==> src/rtl/gcm_ghash_ctrl.sv <==
// AES-GCM GHASH sequencer: clears the core, pads and forwards AAD/CT beats, appends the length block and captures S.
// Optional AAD-after-CT ordering check enabled by defining GCM_GHASH_CTRL_ORDER_CHECK_EN.
module gcm_ghash_ctrl #(
  parameter int LEN_W = 39
) (
  input  logic         clk,
  input  logic         reset,
  input  logic         start,
  input  logic         finish,
  input  logic         in_valid,
  output logic         in_ready,
  input  logic [127:0] in_data,
  input  logic         in_is_aad,
  input  logic [4:0]   in_bytes,
  output logic         ghash_start,
  output logic [127:0] ghash_data,
  output logic         ghash_valid,
  input  logic         ghash_ready,
  input  logic [127:0] ghash_hash,
  output logic [127:0] s_out,
  output logic         done,
  output logic         busy,
  output logic         err
);

  typedef enum logic [2:0] {S_IDLE, S_CLR, S_AAD, S_CT, S_LEN, S_WAIT} state_t;

  state_t           state, state_nxt;
  logic [LEN_W-1:0] aad_len, ct_len, aad_len_nxt, ct_len_nxt;
  logic             capture;
  logic             beat_fire;
  logic [7:0]       beat_bits;

  // 0 and anything above 16 mean a full beat
  function automatic logic [4:0] beat_bytes(input logic [4:0] n);
    return (n == 5'd0 || n > 5'd16) ? 5'd16 : n;
  endfunction

  function automatic logic [127:0] pad_beat(input logic [127:0] d, input logic [4:0] n);
    logic [127:0] keep;
    keep = ~({128{1'b1}} >> {n, 3'b000});
    return d & keep;
  endfunction

  assign beat_bits = {beat_bytes(in_bytes), 3'b000};
  assign beat_fire = in_valid && in_ready;
  assign busy      = (state != S_IDLE);

`ifdef GCM_GHASH_CTRL_ORDER_CHECK_EN
  logic err_set;
`endif

  always_comb begin
    state_nxt   = state;
    in_ready    = 1'b0;
    ghash_start = 1'b0;
    ghash_valid = 1'b0;
    ghash_data  = '0;
    aad_len_nxt = aad_len;
    ct_len_nxt  = ct_len;
    capture     = 1'b0;
`ifdef GCM_GHASH_CTRL_ORDER_CHECK_EN
    err_set     = 1'b0;
`endif
    case (state)
      S_IDLE: begin
        if (start) state_nxt = S_CLR;
      end
      S_CLR: begin
        ghash_start = 1'b1;
        aad_len_nxt = '0;
        ct_len_nxt  = '0;
        state_nxt   = S_AAD;
      end
      S_AAD, S_CT: begin
        in_ready   = ghash_ready && !start;
        ghash_data = pad_beat(in_data, beat_bytes(in_bytes));
        if (beat_fire) begin
          if (in_is_aad && state == S_AAD) begin
            ghash_valid = 1'b1;
            aad_len_nxt = aad_len + LEN_W'(beat_bits);
          end else if (in_is_aad) begin
`ifdef GCM_GHASH_CTRL_ORDER_CHECK_EN
            err_set     = 1'b1;
`else
            ghash_valid = 1'b1;
            ct_len_nxt  = ct_len + LEN_W'(beat_bits);
`endif
          end else begin
            ghash_valid = 1'b1;
            ct_len_nxt  = ct_len + LEN_W'(beat_bits);
            state_nxt   = S_CT;
          end
        end
        if (finish) state_nxt = S_LEN;
      end
      S_LEN: begin
        ghash_data = {64'(aad_len), 64'(ct_len)};
        if (!start && ghash_ready) begin
          ghash_valid = 1'b1;
          state_nxt   = S_WAIT;
        end
      end
      S_WAIT: begin
        capture   = !start;
        state_nxt = S_IDLE;
      end
      default: state_nxt = S_IDLE;
    endcase
    // abort wins over everything else in any active state
    if (start && state != S_IDLE) state_nxt = S_CLR;
  end

  always_ff @(posedge clk or posedge reset) begin
    if (reset) begin
      state   <= S_IDLE;
      aad_len <= '0;
      ct_len  <= '0;
      s_out   <= '0;
      done    <= 1'b0;
    end else begin
      state   <= state_nxt;
      aad_len <= aad_len_nxt;
      ct_len  <= ct_len_nxt;
      done    <= capture;
      if (capture) s_out <= ghash_hash;
    end
  end

`ifdef GCM_GHASH_CTRL_ORDER_CHECK_EN
  always_ff @(posedge clk or posedge reset) begin
    if (reset)               err <= 1'b0;
    else if (state == S_CLR) err <= 1'b0;
    else if (err_set)        err <= 1'b1;
  end
`else
  assign err = 1'b0;
`endif

endmodule

==> config.mk <==
export PLATFORM = sky130hd
export DESIGN_NAME = gcm_ghash_ctrl
export DESIGN_NICKNAME = d
export VERILOG_FILES = /design/src/rtl/gcm_ghash_ctrl.sv
export SDC_FILE = /design/constraint.sdc
export NUM_CORES = 1
export LEC_CHECK = 0
export BUFFER_PORTS_ARGS = -buffer_cell sky130_fd_sc_hd__clkbuf_2
export CORE_AREA = 2 2 209 211
export CTS_BUF_LIST = sky130_fd_sc_hd__clkbuf_8
export CTS_CLUSTER_SIZE = 24
export DETAILED_ROUTE_END_ITERATION = 16
export DIE_AREA = 0 0 211 213
export PLACE_DENSITY = 0.57
export SETUP_SLACK_MARGIN = 0.3
export SLEW_MARGIN = 20
export SYNTH_ARGS = -nofsm -noshare
export SYNTH_HDL_FRONTEND = slang
export SYNTH_SLANG_ARGS = --single-unit
==> constraint.sdc <==
create_clock -name clk -period 7.1 [get_ports clk]
set_input_delay 0.71 -clock clk [delete_from_list [all_inputs] [get_ports clk]]
set_output_delay 0.71 -clock clk [all_outputs]
set_load 0.01 [all_outputs]
==> results.toml, run 1 <==
[status]
outcome = "completed"

[sta]
slew_headroom_pct = 23.73
fin_hold_ws_ps = 365.1
finalCritPeriodShare_pct = 67.04
fin_skew_ps = 16.49
rsz0062_at_grt = "no"
tightest_slew_ps = 1144
maxSlewViolCount = 0
fmax_mhz = 210.1
setup_viol = 0
hold_viol = 0
min_period_ps = 4760
tns_ps = 0

[layout]
drive_above_1_share_pct = 50.51
area.growth.synth_to_final_pct = 39.67
fillers = 4423
final-seq-area_um2 = 5105
stdcell_count = 2042
utilization_pct = 33.74
multi_input_comb_area_um2 = 4935
fin_nets = 1734

[worst_setup_path]
worstSetupPathType = "in2out"
critPathBufInv = 2
critPathMaxStageDelay_ps = 960
end_kind = "primary output"
cp_top_family = "compound AO/OA/AOI/OAI gates"
rr_worst_depth = 5
crit_path_frequent_cell = "clkbuf_2"
cpMaxStageDelayCell = "a21oi_1"
cp_cell_sequence = "clkbuf_2 -> or4_1 -> ha_1 -> nor2b_1 -> o21ai_0 -> a21oi_1 -> a22o_1 -> clkbuf_2"
crit_path_start_kind = "primary input"
cp_max_fo = 12
path_depth = 8
arrival_ps = 4050
worst_ep_required_time_ps = 6390

[synthesis]
synth_cells = 925
netlist.area_leader.share_pct = 49.49
synth-edff-count = 0
synth_nets = 1204
syn_area_um2 = 10310
synth-seq-area-share_pct = 49.49
ys.flop_type = "dfrtp_1"
synthArstFlopShare_pct = 100.0
synth-seq-cells = 204
ys.warnings.count = 0
synth_top_cell_by_area = "dfrtp_1"
syn_avg_cell_area_um2 = 11.15
synth.distinct_cells = 65
synth_area_leaders = "dfrtp_1, mux2_2, a22o_1"

[placement]
place_congestion = 0.8364
hpwlAfterDp_um = 32760
port_buffers = 528
numPlacedInstances = 1960

[clocking]
cts_root_buffer = "clkbuf_8"
postCtsHoldBufs = 0
cts.clk_slew.worst_paths_ps = 60
htree_levels = 2
cts_tree = "built"
post-cts-setup-buffers = 0
post_cts_resized = 0
clock_path_buffers = 3
insertion_delay_ps = 570
numCtsBuffers = 39
cts.sinks = 204

[floorplanning]
num_rows = 76
die_w_um = 211
start_util_pct = 24.16
io_pins = 530
core_area_um2 = 42700
chipHeight_um = 213
dieArea_um2 = 44940

[routing]
drt-vias-per-instance = 4.857
drtIter0Drc = 388
postRouteAntennaNets = 0
dr.pass1.iters = 5
drc_errors = 0
via_count = 9918
routedWlPerCell_um = 20.69
drt-total-wl_um = 42250

[power]
leakage_nw = 7.283
vdd_drop_max_uv = 163.7
cellPowerDensity_nw_per_um2 = 255.5

[grt]
antenna_found_initial = 17
grt_pass1_wl_um = 61490
grt_max_degree = 140
gr-total-overflow = 0
first_global_vias = 9845
track_usage_pct = 18.41

[job]
drv_cap = 0

[worst_hold_path]
holdCritPathClass = "in2async"
-- area by class of cell --
cell class / count / share of cell area [%]
Sequential cell: 204 / 35.44
Inverter: 16 / 0.4690
Multi-Input combinational cell: 654 / 34.25
Tap cell: 546 / 4.742
Timing Repair Buffer: 540 / 18.97
Clock inverter: 16 / 0.6861
Antenna cell: 11 / 0.1911
Clock buffer: 55 / 5.254
-- state kept, by name, summed over array words and instances (netlist names) --
register / flops
state: 3
s_out: 128
ct_len: 36
aad_len: 36
done: 1
-- kinds of logic after synthesis --
kind of cell / synth area share (%)
mux: 14.17
buf+inv: 2.790
fa+ha+maj: 1.771
other cells: 0.03636
compound gates: 15.02
simple gates: 15.54
flops: 49.49
xor+xnor: 1.189
-- synthesized netlist by cell type, types with 21 or more instances --
| library cell | instances |
|---|---|
| mux2_2 | 128 |
| dfrtp_1 | 204 |
| o31ai_1 | 21 |
| a22o_1 | 72 |
| o21ai_0 | 39 |
| clkbuf_1 | 21 |
| and2_1 | 51 |
| nand4_1 | 23 |
| nand2_1 | 45 |
| a21oi_1 | 57 |
| nor2_1 | 34 |
| or3_1 | 30 |
-- placed cells by master (no fill, tap or decap), types with 3 or more instances in the layout --
cell type	netlist	final
clkbuf_8	0	55
mux2_2	128	128
and4_1	3	3
a31oi_1	4	3
dfrtp_1	204	204
inv_1	16	24
clkinv_2	0	3
and3_1	12	12
clkbuf_2	1	528
or4_1	18	18
or3_1	30	30
and2_1	51	50
nand3_1	17	17
o21ai_0	39	39
nor2_1	34	34
diode_2	0	11
o31ai_1	21	21
nand2_1	45	45
nand2b_1	11	11
a22o_1	72	72
nor4_1	4	4
buf_4	1	12
a21o_1	3	3
maj3_1	3	3
nor3_1	5	5
nor2b_1	4	4
a21oi_1	57	57
xor2_1	8	8
xnor2_1	6	6
nand4_1	23	23
ha_1	9	9
o211ai_1	4	4
-- worst reg2reg max path: stages (launching register included) --
cell	delay, ps
dfrtp_1	500
nand2b_1	250
nor3b_2	180
buf_4	650
buf_4	800
mux2_2	490
-- where the power goes --
| part | leakage (nW) | internal (W) | switching [W] |
|---|---|---|---|
| clock | 0.479 | 0.000724 | 0.000550 |
| combinational | 4.10 | 0.000418 | 0.000485 |
| sequential | 2.70 | 0.00138 | 0.000123 |
-- stage by stage --
| stage | cell area, µm² | total power [W] | worst slack [ps] |
|---|---|---|---|
| after floorplan | 10310 | 0.001952 | 822.6 |
| after global placement | 13520 | 0.002429 | 2505 |
| after detailed placement | 13520 | 0.002451 | 2432 |
| after CTS | 14380 | 0.003755 | 2406 |
| after global routing | 14400 | 0.003888 | 2136 |
| final | 14410 | 0.003681 | 2340 |
-- layer usage --
metal  routed length (µm)  track usage (%)  up-vias
met2                21990            33.18      460
met5                   21                0        -
met1                14990            19.04     4855
met3                 3400            5.766       78
met4                 1853            10.03        4
li1                     -                -     4521
-- path summary, 6_finish.rpt --
path                                            to                   from  slack, ps
hold reg to reg              s_out[84]$_DFFE_PP0P_  s_out[84]$_DFFE_PP0P_        510
setup / recovery                    ghash_data[29]            in_bytes[1]       2340
setup reg to reg            s_out[120]$_DFFE_PP0P_   state[1]$_DFFE_PP0P_       4120
max in group asynchronous  aad_len[24]$_DFFE_PP0P_                  reset       5210
hold / removal               s_out[85]$_DFFE_PP0P_                  reset        370
min in group clk              state[0]$_DFFE_PP0P_                 finish        370
Note: power is estimated with default switching activity, not from simulation.
==> inputs of run 2 (changes only) <==
==> constraint.sdc (replaced) <==
create_clock -name clk -period 4.6 [get_ports clk]
set_input_delay 0.46 -clock clk [delete_from_list [all_inputs] [get_ports clk]]
set_output_delay 0.46 -clock clk [all_outputs]
set_load 0.01 [all_outputs]
==> run 2 against run 1 <==
  * Cell count is 0.15% lower
  * Sequential share of layout area shrank 0.16 points
  * Core utilization up 0.15 points
  * Global-route usage decreased by 1.5 points
  * Highest routed layer unchanged
==> results.toml, run 2 (synthesis gave the netlist of run 1 again) <==
[placement]
postPlaceCellArea_um2 = 13600
place_congestion = 0.8166
hpwlAfterDp_um = 31120
port_buffers = 528

[worst_setup_path]
cpMaxStageDelayCell = "a21oi_2"
arrival_ps = 3050
crit_path_start_kind = "primary input"
path_depth = 8
critPathCapture = "ghash_data[39]"
rr_worst_depth = 6
r2r_end = "ct_len[35]$_DFFE_PP0P_"
critPathBufInv = 3
worst_ep_required_time_ps = 4140
r2r_slack_ps = 1970
critPathMaxStageDelay_ps = 810
cp_max_fo = 8
r2r_start = "state[1]$_DFFE_PP0P_"
crit_path_frequent_cell = "clkbuf_2"
end_kind = "primary output"
cp_top_family = "simple AND/OR/NAND/NOR gates"
worstSetupPathType = "in2out"
cp_cell_sequence = "clkbuf_2 -> or4_1 -> ha_1 -> nand2b_1 -> a21oi_2 -> buf_4 -> and2_1 -> clkbuf_2"
crit_start = "in_bytes[1]"

[sta]
rsz0062_at_grt = "no"
tightest_slew_ps = 991.0
fmax_mhz = 285.2
fin_skew_ps = 31.28
slew_headroom_pct = 33.93
maxSlewViolCount = 0
min_period_ps = 3507
setup_viol = 0
tns_ps = 0
hold_viol = 0
finalCritPeriodShare_pct = 76.24

[routing]
routedWlPerCell_um = 19.47
dr.pass1.iters = 5
drc_errors = 0
drt-total-wl_um = 39710
via_count = 9784
drtIter0Drc = 399
postRouteAntennaNets = 0
drt-vias-per-instance = 4.798

[grt]
first_global_vias = 9511
grt_max_degree = 124
antenna_found_initial = 14
gr-total-overflow = 0
grt_pass1_wl_um = 57110
track_usage_pct = 16.94

[floorplanning]
dieArea_um2 = 44940
num_rows = 76
core_area_um2 = 42700
io_pins = 530
start_util_pct = 24.16
die_w_um = 211
chipHeight_um = 213

[layout]
fin_nets = 1741
stdcell_area_um2 = 14470
area.growth.synth_to_final_pct = 40.28
largest_register_ffs = 128
reg.largest.list = "s_out (128), aad_len (36), ct_len (36)"
final_cell_mix = "clkbuf_2, dfrtp_1, mux2_2"
regMostFlops = "s_out"
final_common_cell = "clkbuf_2"
drive_above_1_share_pct = 50.87

[clocking]
cts_root_buffer = "clkbuf_8"
clock_path_buffers = 3
cts_tree = "built"
numCtsBuffers = 39
insertion_delay_ps = 610
cts.clk_slew.worst_paths_ps = 70
htree_levels = 2
cts.sinks = 204

[worst_hold_path]
holdCritPathClass = "in2reg"

[status]
outcome = "completed"

[power]
cellPowerDensity_nw_per_um2 = 391.1
leakage_nw = 7.302
vdd_drop_max_uv = 305.2

[job]
drv_cap = 0
-- run 2: cell types whose count changed in the layout (fill, tap and decap cells not counted), sizes merged --
cell / before / now
clkbuf: 583 / 575
buf: 12 / 18
diode: 11 / 5
clkinv: 3 / 7
inv: 27 / 24
bufinv: 1 / 3
clkinvlp: 1 / 2
dlygate4sd3: 0 / 1
-- run 2: how the worst min path moves through the flow --
| stage | from | endpoint | slack, ps | depth (start not counted) |
|---|---|---|---|---|
| 3_5_place_dp | s_out[73]$_DFFE_PP0P_ | s_out[73]$_DFFE_PP0P_ | 490 | 1 |
| 2_1_floorplan | ct_len[6]$_DFFE_PP0P_ | ct_len[6]$_DFFE_PP0P_ | 480 | 2 |
| 6_report | ghash_hash[55] | s_out[55]$_DFFE_PP0P_ | 80 | 2 |
| 4_1_cts | ghash_hash[55] | s_out[55]$_DFFE_PP0P_ | 20 | 2 |
| 5_1_grt | ghash_hash[8] | s_out[8]$_DFFE_PP0P_ | 30 | 2 |
| 3_3_place_gp | s_out[69]$_DFFE_PP0P_ | s_out[69]$_DFFE_PP0P_ | 490 | 1 |
-- run 2: layer usage --
layer	global-route usage, %	share of wire [%]	vias up
li1	-	-	4530
met1	17.40	36	4715
met2	30.01	50	443
met3	6.942	10	84
met4	7.941	4.3	12
met5	0	0.16	-
-- run 2: final cells by class --
| cell class | instances | area [µm²] |
|---|---|---|
| tap | 546 | 683.2 |
| fill | 4414 | 28230 |
| multi-input combinational | 654 | 4940 |
| antenna | 5 | 12.51 |
| sequential | 204 | 5105 |
| clock buffer | 47 | 646.9 |
| clock inverter | 20 | 193.9 |
| inverter | 16 | 63.81 |
| timing repair buffer | 547 | 2825 |
-- run 2: stage by stage --
stage | power, W | instances | setup WS (ps) | util [%] | hold slack, ps
final | 0.005659 | 2039 | 1093 | 33.89 | 80.15
after detailed placement | 0.003755 | 1965 | 811.7 | 31.85 | 494.5
after global routing | 0.005975 | 2035 | 862.1 | 33.87 | 34.06
after CTS | 0.005782 | 2033 | 993.3 | 33.84 | 18.76
after global placement | 0.003728 | 1965 | 864.3 | 31.85 | 488.4
after floorplan | 0.003014 | 925 | 1133 | - | 477.6
-- run 2: timing repair --
action                                 4_1_cts  5_1_grt
buffers inserted                             0        0
hold buffers                                 1        0
endpoints found under the hold margin       31        0
gates resized for setup                      0        0
-- run 2: where the power goes --
| group | internal (W) | total [W] | switching, W |
|---|---|---|---|
| Clock | 0.00111 | 0.00196 | 0.000854 |
| Combinational | 0.000650 | 0.00137 | 0.000725 |
| Sequential | 0.00213 | 0.00232 | 0.000186 |
| Total | 0.00389 | 0.00566 | 0.00176 |
-- run 2: worst register-to-register path, cell delays in order, from the launching register on --
cell and delay (ps):
dfrtp_1 540, nand2b_1 210, or2_2 430, inv_2 380
buf_4 360, or4_1 550, o21ai_0 80
==> inputs of run 3 (changes only) <==
--- a/config.mk
+++ b/config.mk
@@ -6,12 +6,12 @@
 export NUM_CORES = 1
 export LEC_CHECK = 0
 export BUFFER_PORTS_ARGS = -buffer_cell sky130_fd_sc_hd__clkbuf_2
-export CORE_AREA = 2 2 209 211
+export CORE_AREA = 2 2 206 208
 export CTS_BUF_LIST = sky130_fd_sc_hd__clkbuf_8
 export CTS_CLUSTER_SIZE = 24
 export DETAILED_ROUTE_END_ITERATION = 16
-export DIE_AREA = 0 0 211 213
-export PLACE_DENSITY = 0.57
+export DIE_AREA = 0 0 208 210
+export PLACE_DENSITY = 0.6
 export SETUP_SLACK_MARGIN = 0.3
 export SLEW_MARGIN = 20
 export SYNTH_ARGS = -nofsm -noshare
==> constraint.sdc (replaced) <==
create_clock -name clk -period 3.1 [get_ports clk]
set_input_delay 0.31 -clock clk [delete_from_list [all_inputs] [get_ports clk]]
set_output_delay 0.31 -clock clk [all_outputs]
set_load 0.01 [all_outputs]
==> run 3 against run 2 <==
  * Sequential power is 50% higher
  * Die area down 2.8%
  * Worst hold slack got worse by 38 ps
  * Critical path type unchanged
  * Final area increased by 11%
  * Clock power increased by 39%
  * Core utilization up 4.9 points
==> results.toml, run 3 (synthesis gave the netlist of run 1 again) <==
[layout]
final_cell_mix = "clkbuf_2, dfrtp_1, dlygate4sd3_1"
final-seq-area_um2 = 5105
drive_above_1_share_pct = 48.69
area.growth.synth_to_final_pct = 56.05
fillers = 4053
reg.largest.list = "s_out (128), aad_len (36), ct_len (36)"
largest_register_ffs = 128
regMostFlops = "s_out"
fin_nets = 1893
multi_input_comb_area_um2 = 5076
final_common_cell = "clkbuf_2"
stdcell_area_um2 = 16100

[sta]
fin_hold_ws_ps = 41.82
hold_viol = 0
finalCritPeriodShare_pct = 88.89
setup_viol = 0
tightest_slew_ps = 762.6
fmax_mhz = 362.9
slew_headroom_pct = 49.16
min_period_ps = 2756
maxSlewViolCount = 0
rsz0062_at_grt = "yes"
fin_skew_ps = 17.10

[worst_setup_path]
cp_max_fo = 8
arrival_ps = 2450
critPathMaxStageDelay_ps = 550
rr_worst_depth = 7
worstSetupPathType = "in2out"
worst_ep_required_time_ps = 2790
end_kind = "primary output"
cpMaxStageDelayCell = "or4_4"
cp_cell_sequence = "clkbuf_2 -> or4_4 -> ha_4 -> buf_4 -> nor2b_4 -> buf_6 -> nand3_1 -> a21oi_1 -> buf_4 -> a22o_1 -> clkbuf_2"
crit_path_start_kind = "primary input"
critPathBufInv = 5
path_depth = 11
r2r_slack_ps = 710
cp_top_family = "simple AND/OR/NAND/NOR gates"

[worst_hold_path]
hold_depth = 2
holdCritPathClass = "in2reg"

[clocking]
cts.sinks = 204
clock_path_buffers = 3
cts_tree = "built"
htree_levels = 2
numCtsBuffers = 37
cts_root_buffer = "clkbuf_8"
insertion_delay_ps = 560
cts.clk_slew.worst_paths_ps = 60

[grt]
antenna_found_initial = 7
gr-total-overflow = 0
track_usage_pct = 18.28
grt_max_degree = 130
first_global_vias = 10740
grt_pass1_wl_um = 62020

[floorplanning]
num_rows = 75
start_util_pct = 24.87
chipHeight_um = 210
io_pins = 530
dieArea_um2 = 43680
die_w_um = 208
core_area_um2 = 41480

[routing]
routedWlPerCell_um = 18.80
dr.pass1.iters = 5
drc_errors = 0
postRouteAntennaNets = 0
drtIter0Drc = 400
via_count = 10410
drt-total-wl_um = 41070
drt-vias-per-instance = 4.764

[status]
outcome = "completed"

[placement]
port_buffers = 528
hpwlAfterDp_um = 30670
postPlaceCellArea_um2 = 13910
place_congestion = 0.8202

[power]
cellPowerDensity_nw_per_um2 = 527.2
leakage_nw = 8.006
vdd_drop_max_uv = 461.4

[job]
drv_cap = 0
[run 3: cell types whose count changed in the layout (fill, tap and decap cells not counted), sizes merged]
cell	previous run	this run
diode	5	4
clkinvlp	2	1
dlygate4sd3	1	130
inv	24	26
bufinv	3	2
clkbuf	575	573
buf	18	44
[run 3: layout make-up]
class                   instances  share of cell area, %
repair buffers                701                  27.23
clock buffers                  46                  3.933
inverters                      16                 0.4120
flip-flops and latches        204                  31.71
diodes                          4                0.06218
multi-input cells             654                  31.54
clock inverters                20                 0.9250
well taps                     539                  4.190
[run 3: routing by layer]
metal / GRT usage [%] / part of all wire [%] / wire length (µm) / up-vias
met5: 0 / 0.10 / 41 / -
met3: 4.738 / 7.0 / 2885 / 83
met4: 10.30 / 5.0 / 2064 / 6
li1: - / - / - / 4830
met2: 32.64 / 51 / 21110 / 445
met1: 19.66 / 36 / 14970 / 5041
[run 3: worst register-to-register path, delay by kind of cell (launching register included)]
| family | cells | cell delay, ps |
|---|---|---|
| AND/OR/NAND/NOR | 3 | 980 |
| flip-flops | 1 | 410 |
| adder cells (fa/ha/maj) | 1 | 400 |
| AO/OA/AOI/OAI | 2 | 330 |
| buffers and inverters | 1 | 200 |
[run 3: report_power, final]
| group | internal [W] | leakage [nW] | switching, W |
|---|---|---|---|
| combinational | 0.00112 | 4.86 | 0.00117 |
| sequential | 0.00317 | 2.70 | 0.000306 |
| clock | 0.00152 | 0.445 | 0.00121 |
| total | 0.00580 | 8.01 | 0.00268 |
[run 3: worst paths after layout]
kind,startpoint,end
min in group asynchronous,reset,s_out[36]$_DFFE_PP0P_
max,in_bytes[1],ghash_data[78]
min,ghash_hash[55],s_out[55]$_DFFE_PP0P_
min reg2reg,s_out[79]$_DFFE_PP0P_,s_out[79]$_DFFE_PP0P_
max reg2reg,aad_len[6]$_DFFE_PP0P_,aad_len[22]$_DFFE_PP0P_
max in group asynchronous,reset,aad_len[14]$_DFFE_PP0P_
[run 3: metrics by stage]
| stage | TNS [ps] | worst slack, ps | utilization [%] | std cells | power [W] |
|---|---|---|---|---|---|
| 6_report | 0 | 344.4 | 38.81 | 2184 | 0.008486 |
| 2_1_floorplan | 0 | 95.96 | - | 925 | 0.004481 |
| 3_5_place_dp | -189.8 | -49.82 | 33.53 | 1982 | 0.005638 |
| 3_3_place_gp | 0 | 5.372 | 33.53 | 1982 | 0.005587 |
| 4_1_cts | 0 | 296.8 | 38.65 | 2180 | 0.008590 |
| 5_1_grt | 0 | 223.5 | 38.80 | 2183 | 0.008941 |
[run 3: repair_timing]
item / in CTS / in global routing
hold endpoints to repair: 150 / 0
hold buffers: 130 / 0
gates resized for setup: 8 / 16
pin swaps: 2 / 5
endpoints found under the setup margin: 38 / 72
buffers inserted: 2 / 0
